==> src/rtl/cache_control_param_if.sv <==
// cache_control_param_if: bundles the processor-side, lookup and system-bus signals of the
// write-through cache controller into one port.
//
// Signals
//   P_strobe, P_rw          processor request and direction (1 = read)
//   P_ready                 one-cycle completion pulse to the processor
//   Match, Valid            tag compare result and line valid bit
//   S_ready                 system bus ready
//   Write                   tag/data/valid array write enable
//   Cache_data_select       array write source (0 = processor bus, 1 = system bus)
//   P_data_select           processor bus source (0 = cache array, 1 = system bus)
//   P_dataOE, S_dataOE      data bus output enables
//   S_strobe, S_rw          system bus request pulse and direction (1 = read)
//   Busy                    controller not idle
//   Hit_count, Miss_count   saturating lookup performance counters
//
// Modports
//   master  requester side: drives the request/lookup/ready inputs, observes the controls
//   slave   the controller itself
interface cache_control_param_if #(
    parameter int unsigned CNT_W = 16
) ();

    logic             P_strobe;
    logic             P_rw;
    logic             P_ready;
    logic             Match;
    logic             Valid;
    logic             S_ready;
    logic             Write;
    logic             Cache_data_select;
    logic             P_data_select;
    logic             P_dataOE;
    logic             S_dataOE;
    logic             S_strobe;
    logic             S_rw;
    logic             Busy;
    logic [CNT_W-1:0] Hit_count;
    logic [CNT_W-1:0] Miss_count;

    modport master (
        output P_strobe,
        output P_rw,
        output Match,
        output Valid,
        output S_ready,
        input  P_ready,
        input  Write,
        input  Cache_data_select,
        input  P_data_select,
        input  P_dataOE,
        input  S_dataOE,
        input  S_strobe,
        input  S_rw,
        input  Busy,
        input  Hit_count,
        input  Miss_count
    );

    modport slave (
        input  P_strobe,
        input  P_rw,
        input  Match,
        input  Valid,
        input  S_ready,
        output P_ready,
        output Write,
        output Cache_data_select,
        output P_data_select,
        output P_dataOE,
        output S_dataOE,
        output S_strobe,
        output S_rw,
        output Busy,
        output Hit_count,
        output Miss_count
    );

endinterface

==> src/rtl/cache_control_param.sv <==
// cache_control_param: single-line write-through cache controller sequencing a processor
// load/store port against the tag/data arrays and the system bus.
//
// Parameters
//   WAIT_STATES     minimum cycles spent in a system-bus state (must be >= 1)
//   USE_S_READY     1 = leaving a system-bus state also requires S_ready
//   WRITE_ALLOCATE  1 = a write miss also writes the line into the cache
//   CNT_W           width of the saturating hit/miss counters
//
// Ports
//   clk     clock
//   rst     synchronous active-high reset
//   io_bus  controller side (slave modport) of cache_control_param_if
module cache_control_param #(
    parameter int unsigned WAIT_STATES    = 2,
    parameter bit          USE_S_READY    = 1'b0,
    parameter bit          WRITE_ALLOCATE = 1'b0,
    parameter int unsigned CNT_W          = 16
) (
    input logic                  clk,
    input logic                  rst,
    cache_control_param_if.slave io_bus
);

    localparam int unsigned CTR_W = $clog2(WAIT_STATES + 1);
    // The load value counts the first SYS cycle, so residency is exactly WAIT_STATES.
    localparam logic [CTR_W-1:0] WAIT_LOAD = CTR_W'(WAIT_STATES - 1);

    typedef enum logic [3:0] {
        StIdle      = 4'd0,
        StRead      = 4'd1,
        StReadMiss  = 4'd2,
        StReadSys   = 4'd3,
        StReadData  = 4'd4,
        StWrite     = 4'd5,
        StWriteHit  = 4'd6,
        StWriteMiss = 4'd7,
        StWriteSys  = 4'd8,
        StWriteData = 4'd9
    } state_e;

    state_e           r_state;
    state_e           w_state_nxt;
    logic [CTR_W-1:0] r_wait;
    logic [CTR_W-1:0] w_wait_nxt;
    logic [CNT_W-1:0] r_hit_cnt;
    logic [CNT_W-1:0] w_hit_cnt_nxt;
    logic [CNT_W-1:0] r_miss_cnt;
    logic [CNT_W-1:0] w_miss_cnt_nxt;

    logic w_lookup_hit;
    logic w_sys_done;
    logic w_lookup;

    logic w_p_ready;
    logic w_write;
    logic w_cache_data_select;
    logic w_p_data_select;
    logic w_p_data_oe;
    logic w_s_data_oe;
    logic w_s_strobe;
    logic w_s_rw;
    logic w_busy;

    assign w_lookup_hit = io_bus.Match && io_bus.Valid;
    assign w_sys_done   = (r_wait == '0) && (io_bus.S_ready || !USE_S_READY);

    always_ff @(posedge clk) begin
        if (rst) begin
            r_state    <= StIdle;
            r_wait     <= '0;
            r_hit_cnt  <= '0;
            r_miss_cnt <= '0;
        end else begin
            r_state    <= w_state_nxt;
            r_wait     <= w_wait_nxt;
            r_hit_cnt  <= w_hit_cnt_nxt;
            r_miss_cnt <= w_miss_cnt_nxt;
        end
    end

    // Next state and Moore/Mealy outputs.
    always_comb begin
        w_state_nxt         = r_state;
        w_wait_nxt          = r_wait;
        w_lookup            = 1'b0;
        w_p_ready           = 1'b0;
        w_write             = 1'b0;
        w_cache_data_select = 1'b0;
        w_p_data_select     = 1'b0;
        w_p_data_oe         = 1'b0;
        w_s_data_oe         = 1'b0;
        w_s_strobe          = 1'b0;
        w_s_rw              = 1'b0;
        w_busy              = 1'b1;

        unique case (r_state)
            StIdle: begin
                w_busy = 1'b0;
                if (io_bus.P_strobe) begin
                    w_state_nxt = io_bus.P_rw ? StRead : StWrite;
                end
            end
            StRead: begin
                w_lookup    = 1'b1;
                w_p_data_oe = 1'b1;
                // Read hit completes straight from the array in the lookup cycle.
                w_p_ready   = w_lookup_hit;
                w_state_nxt = w_lookup_hit ? StIdle : StReadMiss;
            end
            StReadMiss: begin
                w_s_strobe  = 1'b1;
                w_s_rw      = 1'b1;
                w_wait_nxt  = WAIT_LOAD;
                w_state_nxt = StReadSys;
            end
            StReadSys: begin
                w_s_rw = 1'b1;
                if (r_wait != '0) begin
                    w_wait_nxt = r_wait - CTR_W'(1);
                end
                if (w_sys_done) begin
                    w_state_nxt = StReadData;
                end
            end
            StReadData: begin
                // Line fill from the system bus, forwarded to the processor at the same time.
                w_s_rw              = 1'b1;
                w_write             = 1'b1;
                w_cache_data_select = 1'b1;
                w_p_data_select     = 1'b1;
                w_p_data_oe         = 1'b1;
                w_p_ready           = 1'b1;
                w_state_nxt         = StIdle;
            end
            StWrite: begin
                w_lookup    = 1'b1;
                w_state_nxt = w_lookup_hit ? StWriteHit : StWriteMiss;
            end
            StWriteHit: begin
                w_write     = 1'b1;
                w_s_strobe  = 1'b1;
                w_s_data_oe = 1'b1;
                w_wait_nxt  = WAIT_LOAD;
                w_state_nxt = StWriteSys;
            end
            StWriteMiss: begin
                w_write     = WRITE_ALLOCATE;
                w_s_strobe  = 1'b1;
                w_s_data_oe = 1'b1;
                w_wait_nxt  = WAIT_LOAD;
                w_state_nxt = StWriteSys;
            end
            StWriteSys: begin
                w_s_data_oe = 1'b1;
                if (r_wait != '0) begin
                    w_wait_nxt = r_wait - CTR_W'(1);
                end
                if (w_sys_done) begin
                    w_state_nxt = StWriteData;
                end
            end
            StWriteData: begin
                w_s_data_oe = 1'b1;
                w_p_ready   = 1'b1;
                w_state_nxt = StIdle;
            end
            default: begin
                // Unused encodings recover to idle with every output quiet.
                w_busy      = 1'b0;
                w_wait_nxt  = '0;
                w_state_nxt = StIdle;
            end
        endcase
    end

    // Exactly one counter moves per lookup; both stick at all-ones.
    always_comb begin
        w_hit_cnt_nxt  = r_hit_cnt;
        w_miss_cnt_nxt = r_miss_cnt;
        if (w_lookup) begin
            if (w_lookup_hit) begin
                if (r_hit_cnt != '1) begin
                    w_hit_cnt_nxt = r_hit_cnt + CNT_W'(1);
                end
            end else begin
                if (r_miss_cnt != '1) begin
                    w_miss_cnt_nxt = r_miss_cnt + CNT_W'(1);
                end
            end
        end
    end

    assign io_bus.P_ready           = w_p_ready;
    assign io_bus.Write             = w_write;
    assign io_bus.Cache_data_select = w_cache_data_select;
    assign io_bus.P_data_select     = w_p_data_select;
    assign io_bus.P_dataOE          = w_p_data_oe;
    assign io_bus.S_dataOE          = w_s_data_oe;
    assign io_bus.S_strobe          = w_s_strobe;
    assign io_bus.S_rw              = w_s_rw;
    assign io_bus.Busy              = w_busy;
    assign io_bus.Hit_count         = r_hit_cnt;
    assign io_bus.Miss_count        = r_miss_cnt;

endmodule

==> src/flat_wrapper.sv <==
// flat-port wrapper written by rule: the top's interface ports become plain ports
module cache_control_param_flat 
#(
    parameter int unsigned WAIT_STATES    = 2,
    parameter bit          USE_S_READY    = 1'b0,
    parameter bit          WRITE_ALLOCATE = 1'b0,
    parameter int unsigned CNT_W          = 16
)
  (clk, rst, io_bus_P_strobe, io_bus_P_rw, io_bus_Match, io_bus_Valid, io_bus_S_ready, io_bus_P_ready, io_bus_Write, io_bus_Cache_data_select, io_bus_P_data_select, io_bus_P_dataOE, io_bus_S_dataOE, io_bus_S_strobe, io_bus_S_rw, io_bus_Busy, io_bus_Hit_count, io_bus_Miss_count);
  cache_control_param_if #(.CNT_W(CNT_W)) io_bus_i ();
  input logic clk;
  input logic rst;
  input wire logic [$bits(io_bus_i.P_strobe)-1:0] io_bus_P_strobe;
  input wire logic [$bits(io_bus_i.P_rw)-1:0] io_bus_P_rw;
  input wire logic [$bits(io_bus_i.Match)-1:0] io_bus_Match;
  input wire logic [$bits(io_bus_i.Valid)-1:0] io_bus_Valid;
  input wire logic [$bits(io_bus_i.S_ready)-1:0] io_bus_S_ready;
  output wire logic [$bits(io_bus_i.P_ready)-1:0] io_bus_P_ready;
  output wire logic [$bits(io_bus_i.Write)-1:0] io_bus_Write;
  output wire logic [$bits(io_bus_i.Cache_data_select)-1:0] io_bus_Cache_data_select;
  output wire logic [$bits(io_bus_i.P_data_select)-1:0] io_bus_P_data_select;
  output wire logic [$bits(io_bus_i.P_dataOE)-1:0] io_bus_P_dataOE;
  output wire logic [$bits(io_bus_i.S_dataOE)-1:0] io_bus_S_dataOE;
  output wire logic [$bits(io_bus_i.S_strobe)-1:0] io_bus_S_strobe;
  output wire logic [$bits(io_bus_i.S_rw)-1:0] io_bus_S_rw;
  output wire logic [$bits(io_bus_i.Busy)-1:0] io_bus_Busy;
  output wire logic [$bits(io_bus_i.Hit_count)-1:0] io_bus_Hit_count;
  output wire logic [$bits(io_bus_i.Miss_count)-1:0] io_bus_Miss_count;
  assign io_bus_i.P_strobe = io_bus_P_strobe;
  assign io_bus_i.P_rw = io_bus_P_rw;
  assign io_bus_i.Match = io_bus_Match;
  assign io_bus_i.Valid = io_bus_Valid;
  assign io_bus_i.S_ready = io_bus_S_ready;
  assign io_bus_P_ready = io_bus_i.P_ready;
  assign io_bus_Write = io_bus_i.Write;
  assign io_bus_Cache_data_select = io_bus_i.Cache_data_select;
  assign io_bus_P_data_select = io_bus_i.P_data_select;
  assign io_bus_P_dataOE = io_bus_i.P_dataOE;
  assign io_bus_S_dataOE = io_bus_i.S_dataOE;
  assign io_bus_S_strobe = io_bus_i.S_strobe;
  assign io_bus_S_rw = io_bus_i.S_rw;
  assign io_bus_Busy = io_bus_i.Busy;
  assign io_bus_Hit_count = io_bus_i.Hit_count;
  assign io_bus_Miss_count = io_bus_i.Miss_count;
  cache_control_param #(.WAIT_STATES(WAIT_STATES), .USE_S_READY(USE_S_READY), .WRITE_ALLOCATE(WRITE_ALLOCATE), .CNT_W(CNT_W)) u_core (.clk(clk), .rst(rst), .io_bus(io_bus_i));
endmodule
==> config.mk <==
export PLATFORM = sky130hd
export DESIGN_NAME = cache_control_param_flat
export DESIGN_NICKNAME = d
export VERILOG_FILES = /design/src/rtl/cache_control_param_if.sv /design/src/rtl/cache_control_param.sv /design/src/flat_wrapper.sv
export SDC_FILE = /design/constraint.sdc
export NUM_CORES = 1
export LEC_CHECK = 0
export BUFFER_PORTS_ARGS = -buffer_cell sky130_fd_sc_hd__buf_2
export CAP_MARGIN = 20
export CORE_MARGIN = 2
export CORE_UTILIZATION = 55
export CTS_BUF_LIST = sky130_fd_sc_hd__clkbuf_4 sky130_fd_sc_hd__clkbuf_8
export CTS_CLUSTER_SIZE = 30
export DETAILED_ROUTE_END_ITERATION = 10
export PLACE_DENSITY_LB_ADDON = 0.25
export SLEW_MARGIN = 20
export SYNTH_ARGS = -nofsm -noshare
export SYNTH_HDL_FRONTEND = slang
export SYNTH_SLANG_ARGS = --single-unit
==> constraint.sdc <==
create_clock -name clk -period 2.4 [get_ports clk]
set_input_delay 0.72 -clock clk [delete_from_list [all_inputs] [get_ports clk]]
set_output_delay 0.72 -clock clk [all_outputs]
set_load 0.05 [all_outputs]
==> results of run 1 <==
==> metrics by stage <==
| stage | power [mW] | utilization | std cells | setup slack (ns) | hold slack (ns) |
|---|---|---|---|---|---|
| after CTS | 1.449 | 0.6752 | 372 | 0.05259 | 0.5035 |
| after global routing | 1.505 | 0.6764 | 372 | 0.004868 | 0.5305 |
| after floorplan | 0.8820 | - | 271 | -0.1758 | 0.4608 |
| final | 1.439 | 0.6764 | 372 | 0.1018 | 0.4976 |
| after detailed placement | 0.9424 | 0.6474 | 364 | 0.1891 | 0.4926 |
| after global placement | 0.9357 | 0.6474 | 364 | 0.2197 | 0.4749 |
==> kinds of logic after synthesis <==
| kind of cell | after synthesis | synth area share |
|---|---|---|
| AO/OA/AOI/OAI | 66 | 0.1962 |
| XOR/XNOR | 1 | 0.003892 |
| adder cells (fa/ha/maj) | 3 | 0.01668 |
| buffers and inverters | 27 | 0.05614 |
| flip-flops | 38 | 0.3380 |
| multiplexers | 13 | 0.06226 |
| AND/OR/NAND/NOR | 123 | 0.3269 |
==> placed cells by master (no fill, tap or decap), drive strengths merged, types with 3 or more instances in the layout <==
cell type and instances:
or3 3, nor4 7, a211oi 6, nand3 12, inv 10, and2 3
o41ai 6, nor3 8, o21ai 5, nor3b 3, buf 59, nand2b 3
ha 3, o31ai 11, nand4 12, nand2 18, and4 3, or4 15
clkbuf 9, mux2i 5, dfxtp 38, nor2 19, nor2b 9, mux2 8
a21oi 24
==> cell usage after synthesis (all sizes together), types with 3 or more instances <==
| library cell | instances |
|---|---|
| a211oi | 6 |
| a21oi | 24 |
| and2 | 3 |
| and4 | 3 |
| buf | 9 |
| clkbuf | 8 |
| dfxtp | 38 |
| ha | 3 |
| inv | 10 |
| mux2 | 8 |
| mux2i | 5 |
| nand2 | 18 |
| nand2b | 3 |
| nand3 | 12 |
| nand4 | 12 |
| nor2 | 19 |
| nor2b | 9 |
| nor3 | 8 |
| nor3b | 3 |
| nor4 | 7 |
| o21ai | 5 |
| o31ai | 11 |
| o41ai | 6 |
| or3 | 3 |
| or4 | 15 |
==> power breakdown <==
| part | internal, mW | total (mW) | leakage [nW] | switching (mW) |
|---|---|---|---|---|
| Clock | 0.290 | 0.510 | 0.0575 | 0.219 |
| Sequential | 0.642 | 0.657 | 0.307 | 0.0145 |
| Combinational | 0.0876 | 0.272 | 0.678 | 0.185 |
==> sequential cells by signal (all words and copies together), names as in the netlist <==
name                      count
u_core.io_bus.Miss_count     16
u_core.r_wait                 2
u_core.io_bus.Hit_count      16
u_core.r_state                4
==> layer usage <==
metal | vias to the layer above | share of wire
met4 | 0 | 0.015
met2 | 59 | 0.46
met1 | 1028 | 0.47
met5 | - | 0
met3 | 8 | 0.050
li1 | 1137 | -
==> worst register-to-register path: cells and delay by family, from the launching register on <==
family | cells | cell delay (ns)
AO/OA/AOI/OAI | 1 | 0.16
flip-flops | 1 | 0.43
AND/OR/NAND/NOR | 3 | 1.37
==> area by class of cell <==
cell class                 instances  area (um^2)  share of cell area
sequential                        38        760.7              0.2832
tap                               50        62.56             0.02329
clock buffer                       8        110.1             0.04099
inverter                          10        37.54             0.01397
multi-input combinational        206         1378              0.5128
timing repair buffer              60        337.8              0.1258
==> how the worst min path moves through the flow <==
stage                                            from                     endpoint  cells past startpoint
after detailed placement             u_core.r_wait[0]             u_core.r_wait[0]                      2
after global placement               u_core.r_wait[0]             u_core.r_wait[0]                      2
after floorplan                      u_core.r_wait[0]             u_core.r_wait[0]                      2
after global routing      u_core.io_bus.Hit_count[15]  u_core.io_bus.Hit_count[15]                      2
after CTS                            u_core.r_wait[0]             u_core.r_wait[0]                      2
final                                u_core.r_wait[0]             u_core.r_wait[0]                      2
==> timing repair <==
item / CTS / global route
buffers inserted: 0 / 0
resized for setup: 0 / 2
hold buffers: 0 / 0
setup endpoints to repair: 0 / 1
==> flow_metrics.env, run 1 <==
export IMPL_nets=331
export IMPL_async_flop_share=0
export IMPL_vias_per_cell=6.000
export IMPL_crit_end="io_bus_Cache_data_select"
export IMPL_h_tree_depth=2
export IMPL_crit_chain="or3_1, nor2_2, buf_2"
export IMPL_r2r_slack_ns=0.37
export IMPL_setup_viol=0
export IMPL_ys_ff_latch=38
export IMPL_synth_top_area_frac=0.3380
export IMPL_clock_sinks=38
export IMPL_drive_gt1_frac=0.2702
export IMPL_worstPathMaxFanout=11
export IMPL_arrival_ns=1.58
export IMPL_syn_nets=281
export IMPL_fin_area_um2=2686
export IMPL_core_area_um2=3971
export IMPL_synth_edff_count=0
export IMPL_end_kind="output pin"
export IMPL_grt_max_degree=20
export IMPL_io_pins=48
export IMPL_post_route_drc_count=0
export IMPL_grt_use_met1=0.3249
export IMPL_clkTransAtPathRegs_ns=0.07
export IMPL_cpPeakStageDelay_ns=0.48
export IMPL_hold_viol_final=0
export IMPL_tightest_slew_ns=0.5483
export IMPL_grt_pass1_wl_mm=8.562
export IMPL_synth_largest_area_cell="dfxtp_1"
export IMPL_ys_types=52
export IMPL_reg2reg_to="u_core.io_bus.Hit_count[5]"
export IMPL_vias=2232
export IMPL_ir_worst_vdd_mv=0.4749
export IMPL_start_kind="flop"
export IMPL_hp_class="reg2reg"
export IMPL_finalMaxSlewViolations=0
export IMPL_n_antenna_cell=0
export IMPL_avgRoutedWirePerCell_um=13.90
export IMPL_fillers=338
export IMPL_path_delay_family="simple AND/OR/NAND/NOR gates"
export IMPL_die_x_um=67.98
export IMPL_yosysSeqAreaShare=0.3380
export IMPL_dieArea_um2=4621
export IMPL_area_growth_pct=19.34
export IMPL_routed_wl_mm=5.169
export IMPL_status="complete, no violations"
export IMPL_globalRouteMet3Util=0.05263
export IMPL_p_per_area_nw_per_um2=535.5
export IMPL_syn_avg_cell_area_um2=8.306
export IMPL_drv_cap=0
export IMPL_clk_latency_ns=0.29
export IMPL_cp_slowest_cell="or3_1"
export IMPL_synth_warnings=0
export IMPL_path_depth=3
export IMPL_post_dp_cell_area_um2=2571
export IMPL_start_util=0.5668
export IMPL_grt_overflow=0
export IMPL_maxSlewHeadroom=0.6317
export IMPL_die_h_um=67.98
export IMPL_finalClockSkew_ns=0.007530
export IMPL_grtUsageTotal=0.2408
export IMPL_port_buffers=46
export IMPL_layout_min_cycle_time_ns=2.298
export IMPL_rsz0062_at_grt="no"
export IMPL_use_met2=0.3750
export IMPL_leakagePower_nw=1.043
export IMPL_required_ns=1.68
export IMPL_dr_first_iter_drc_count=166
export IMPL_path_buf_inv=1
export IMPL_rows=23
export IMPL_synthCells=271
export IMPL_first_global_vias=1879
export IMPL_cts_buffers=5
export IMPL_period_share=0.9576
export IMPL_antenna_found_initial=0
export IMPL_synthTopCellsByArea="dfxtp_1 34%, a21oi_1 5.3%, or4_1 5.0%, mux2_2 4.0%, o31ai_1 3.7%"
export IMPL_critPathKind="reg2out"
export IMPL_critPathLaunch="u_core.r_state[3]"
export IMPL_max_freq_mhz=435.1
export IMPL_gp_congestion=0.8352
export IMPL_hpwlAfterDp_mm=3.784
export IMPL_rr_worst_depth=4
export IMPL_setup_tns_ns=0
export IMPL_ant_nets=0
export IMPL_synthesis_area_um2=2251
export IMPL_r2r_start="u_core.r_state[3]"
export IMPL_cts_root_buf="clkbuf_8"
export IMPL_tritoncts="yes"
export IMPL_yosys_most_used_dff="dfxtp_1"
export IMPL_busiest_layer="met2"
export IMPL_dr_pass1_iters=4
export IMPL_cts_buffer_depth=2
Power figures use the tool's default switching activity.
==> inputs of run 2 (changes only) <==
--- a/config.mk
+++ b/config.mk
@@ -8,7 +8,7 @@
 export BUFFER_PORTS_ARGS = -buffer_cell sky130_fd_sc_hd__buf_2
 export CAP_MARGIN = 20
 export CORE_MARGIN = 2
-export CORE_UTILIZATION = 55
+export CORE_UTILIZATION = 40
 export CTS_BUF_LIST = sky130_fd_sc_hd__clkbuf_4 sky130_fd_sc_hd__clkbuf_8
 export CTS_CLUSTER_SIZE = 30
 export DETAILED_ROUTE_END_ITERATION = 10
==> flow_metrics.env, run 2 (same netlist as run 1, synthesis figures left out) <==
export IMPL_final_common_cell="buf_2"
export IMPL_seqPwrFrac=0.440
export IMPL_first_global_vias=2007
export IMPL_cts_resized=0
export IMPL_worstHoldPathCells=2
export IMPL_dr_pass1_iters=4
export IMPL_routed_wl_mm=5.424
export IMPL_cp_slowest_cell="or3_1"
export IMPL_hpwlAfterDp_mm=3.960
export IMPL_final_util=0.4998
export IMPL_rows=27
export IMPL_reg2reg_to="u_core.io_bus.Hit_count[12]"
export IMPL_path_delay_family="simple AND/OR/NAND/NOR gates"
export IMPL_max_freq_mhz=435.6
export IMPL_grt_max_degree=22
export IMPL_die_x_um=79.02
export IMPL_dieArea_um2=6243
export IMPL_cts_buffer_depth=2
export IMPL_switchingPower_mw=0.4313
export IMPL_start_util=0.4113
export IMPL_postCtsSetupBuffers=0
export IMPL_critPathKind="reg2out"
export IMPL_seq_area_um2=760.7
export IMPL_finalMaxSlewViolations=0
export IMPL_gp_congestion=0.8057
export IMPL_area_growth_pct=21.51
export IMPL_path_buf_inv=1
export IMPL_crit_chain="or3_1, a21oi_2, buf_2"
export IMPL_clkTransAtPathRegs_ns=0.08
export IMPL_fillers=568
export IMPL_port_buffers=46
export IMPL_grtUsageTotal=0.1844
export IMPL_cpPeakStageDelay_ns=0.47
export IMPL_drive_gt1_frac=0.2738
export IMPL_avgRoutedWirePerCell_um=13.66
export IMPL_h_tree_depth=2
export IMPL_cts_buffers=5
export IMPL_nets=334
export IMPL_start_kind="flop"
export IMPL_critPathLaunch="u_core.r_state[3]"
export IMPL_dr_first_iter_drc_count=100
export IMPL_tightest_slew_ns=0.5548
export IMPL_worstPathMaxFanout=9
export IMPL_multi_input_area_um2=1375
export IMPL_vias_per_cell=5.748
export IMPL_maxSlewHeadroom=0.6273
export IMPL_status="complete, no violations"
export IMPL_n_antenna_cell=0
export IMPL_hp_class="reg2reg"
export IMPL_holdBufCountCts=0
export IMPL_drv_cap=0
export IMPL_end_kind="output pin"
export IMPL_p_per_area_nw_per_um2=547.4
export IMPL_clockPowerShare=0.378
export IMPL_path_depth=3
export IMPL_leakagePower_nw=1.060
export IMPL_power_mw=1.497
export IMPL_r2r_slack_ns=0.30
export IMPL_switching_share=0.2881
export IMPL_p_int_mw=1.066
export IMPL_r2r_start="u_core.r_state[0]"
export IMPL_die_h_um=79.02
export IMPL_arrival_ns=1.58
export IMPL_ir_worst_vdd_mv=0.2295
export IMPL_fin_hold_ws_ns=0.5003
export IMPL_clock_sinks=38
export IMPL_tritoncts="yes"
export IMPL_crit_end="io_bus_P_ready"
export IMPL_core_area_um2=5473
export IMPL_io_pins=48
export IMPL_vias=2282
export IMPL_post_route_drc_count=0
export IMPL_setup_viol=0
export IMPL_period_share=0.9566
export IMPL_fin_area_um2=2735
export IMPL_layout_min_cycle_time_ns=2.296
export IMPL_final_cell_mix="46 x buf_2, 38 x dfxtp_1, 23 x a21oi_1"
export IMPL_rr_worst_depth=5
export IMPL_clk_latency_ns=0.30
export IMPL_pwr_share_comb=0.182
export IMPL_grt_overflow=0
export IMPL_finalClockSkew_ns=0.01146
export IMPL_hold_viol_final=0
export IMPL_ant_nets=0
export IMPL_required_ns=1.68
export IMPL_post_dp_cell_area_um2=2621
export IMPL_rsz0062_at_grt="no"
export IMPL_grt_pass1_wl_mm=9.335
export IMPL_cts_root_buf="clkbuf_8"
export IMPL_antenna_found_initial=0
[run 2: cell types whose count changed in the layout (fill, tap and decap cells not counted), sizes merged]
cell,previous run,this run
buf,59,63
clkbuf,9,7
bufinv,0,1
[run 2: worst min path at each step]
| stage | from | end | slack (ns) |
|---|---|---|---|
| 2_1_floorplan | u_core.r_wait[0] | u_core.r_wait[0] | 0.46 |
| 3_3_place_gp | u_core.r_wait[0] | u_core.r_wait[0] | 0.48 |
| 3_5_place_dp | u_core.r_wait[0] | u_core.r_wait[0] | 0.48 |
| 4_1_cts | u_core.io_bus.Hit_count[1] | u_core.io_bus.Hit_count[1] | 0.51 |
| 5_1_grt | u_core.io_bus.Hit_count[15] | u_core.io_bus.Hit_count[15] | 0.52 |
| 6_report | u_core.io_bus.Hit_count[1] | u_core.io_bus.Hit_count[1] | 0.50 |
[run 2: per-stage QoR]
stage / setup TNS (ns) / setup slack (ns) / instances
CTS: 0 / 0.09508 / 397
detailed placement: 0 / 0.1624 / 389
floorplan: -0.1758 / -0.1758 / 271
finish: 0 / 0.1041 / 397
global route: 0 / 0.01612 / 397
global placement: 0 / 0.1361 / 389
[run 2: cell type report]
type,count,area share
multi-input cells,206,0.5027
well taps,72,0.03294
inverters,10,0.01372
flip-flops and latches,38,0.2781
repair buffers,63,0.1308
clock inverters,1,0.01098
clock buffers,7,0.03065
[run 2: power by group through the flow]
stage | Sequential (mW) | Clock, mW | Combinational (mW)
floorplan | 0.678 | 0 | 0.204
global placement | 0.672 | 0 | 0.270
detailed placement | 0.673 | 0 | 0.274
CTS | 0.658 | 0.580 | 0.275
global route | 0.661 | 0.616 | 0.298
finish | 0.659 | 0.566 | 0.273
[run 2: metal layers]
layer  part of all wire  track usage  routed length, um
met2               0.48       0.2958               2585
met3              0.042      0.04886                228
met5                  0            0                  0
met1               0.47       0.2430               2556
met4              0.010      0.05517                 54
[run 2: tightest hold or removal path, stage by stage (launching register included)]
cell and delay, ns:
dfxtp_1 0.33, nand2_1 0.06, mux2i_1 0.06
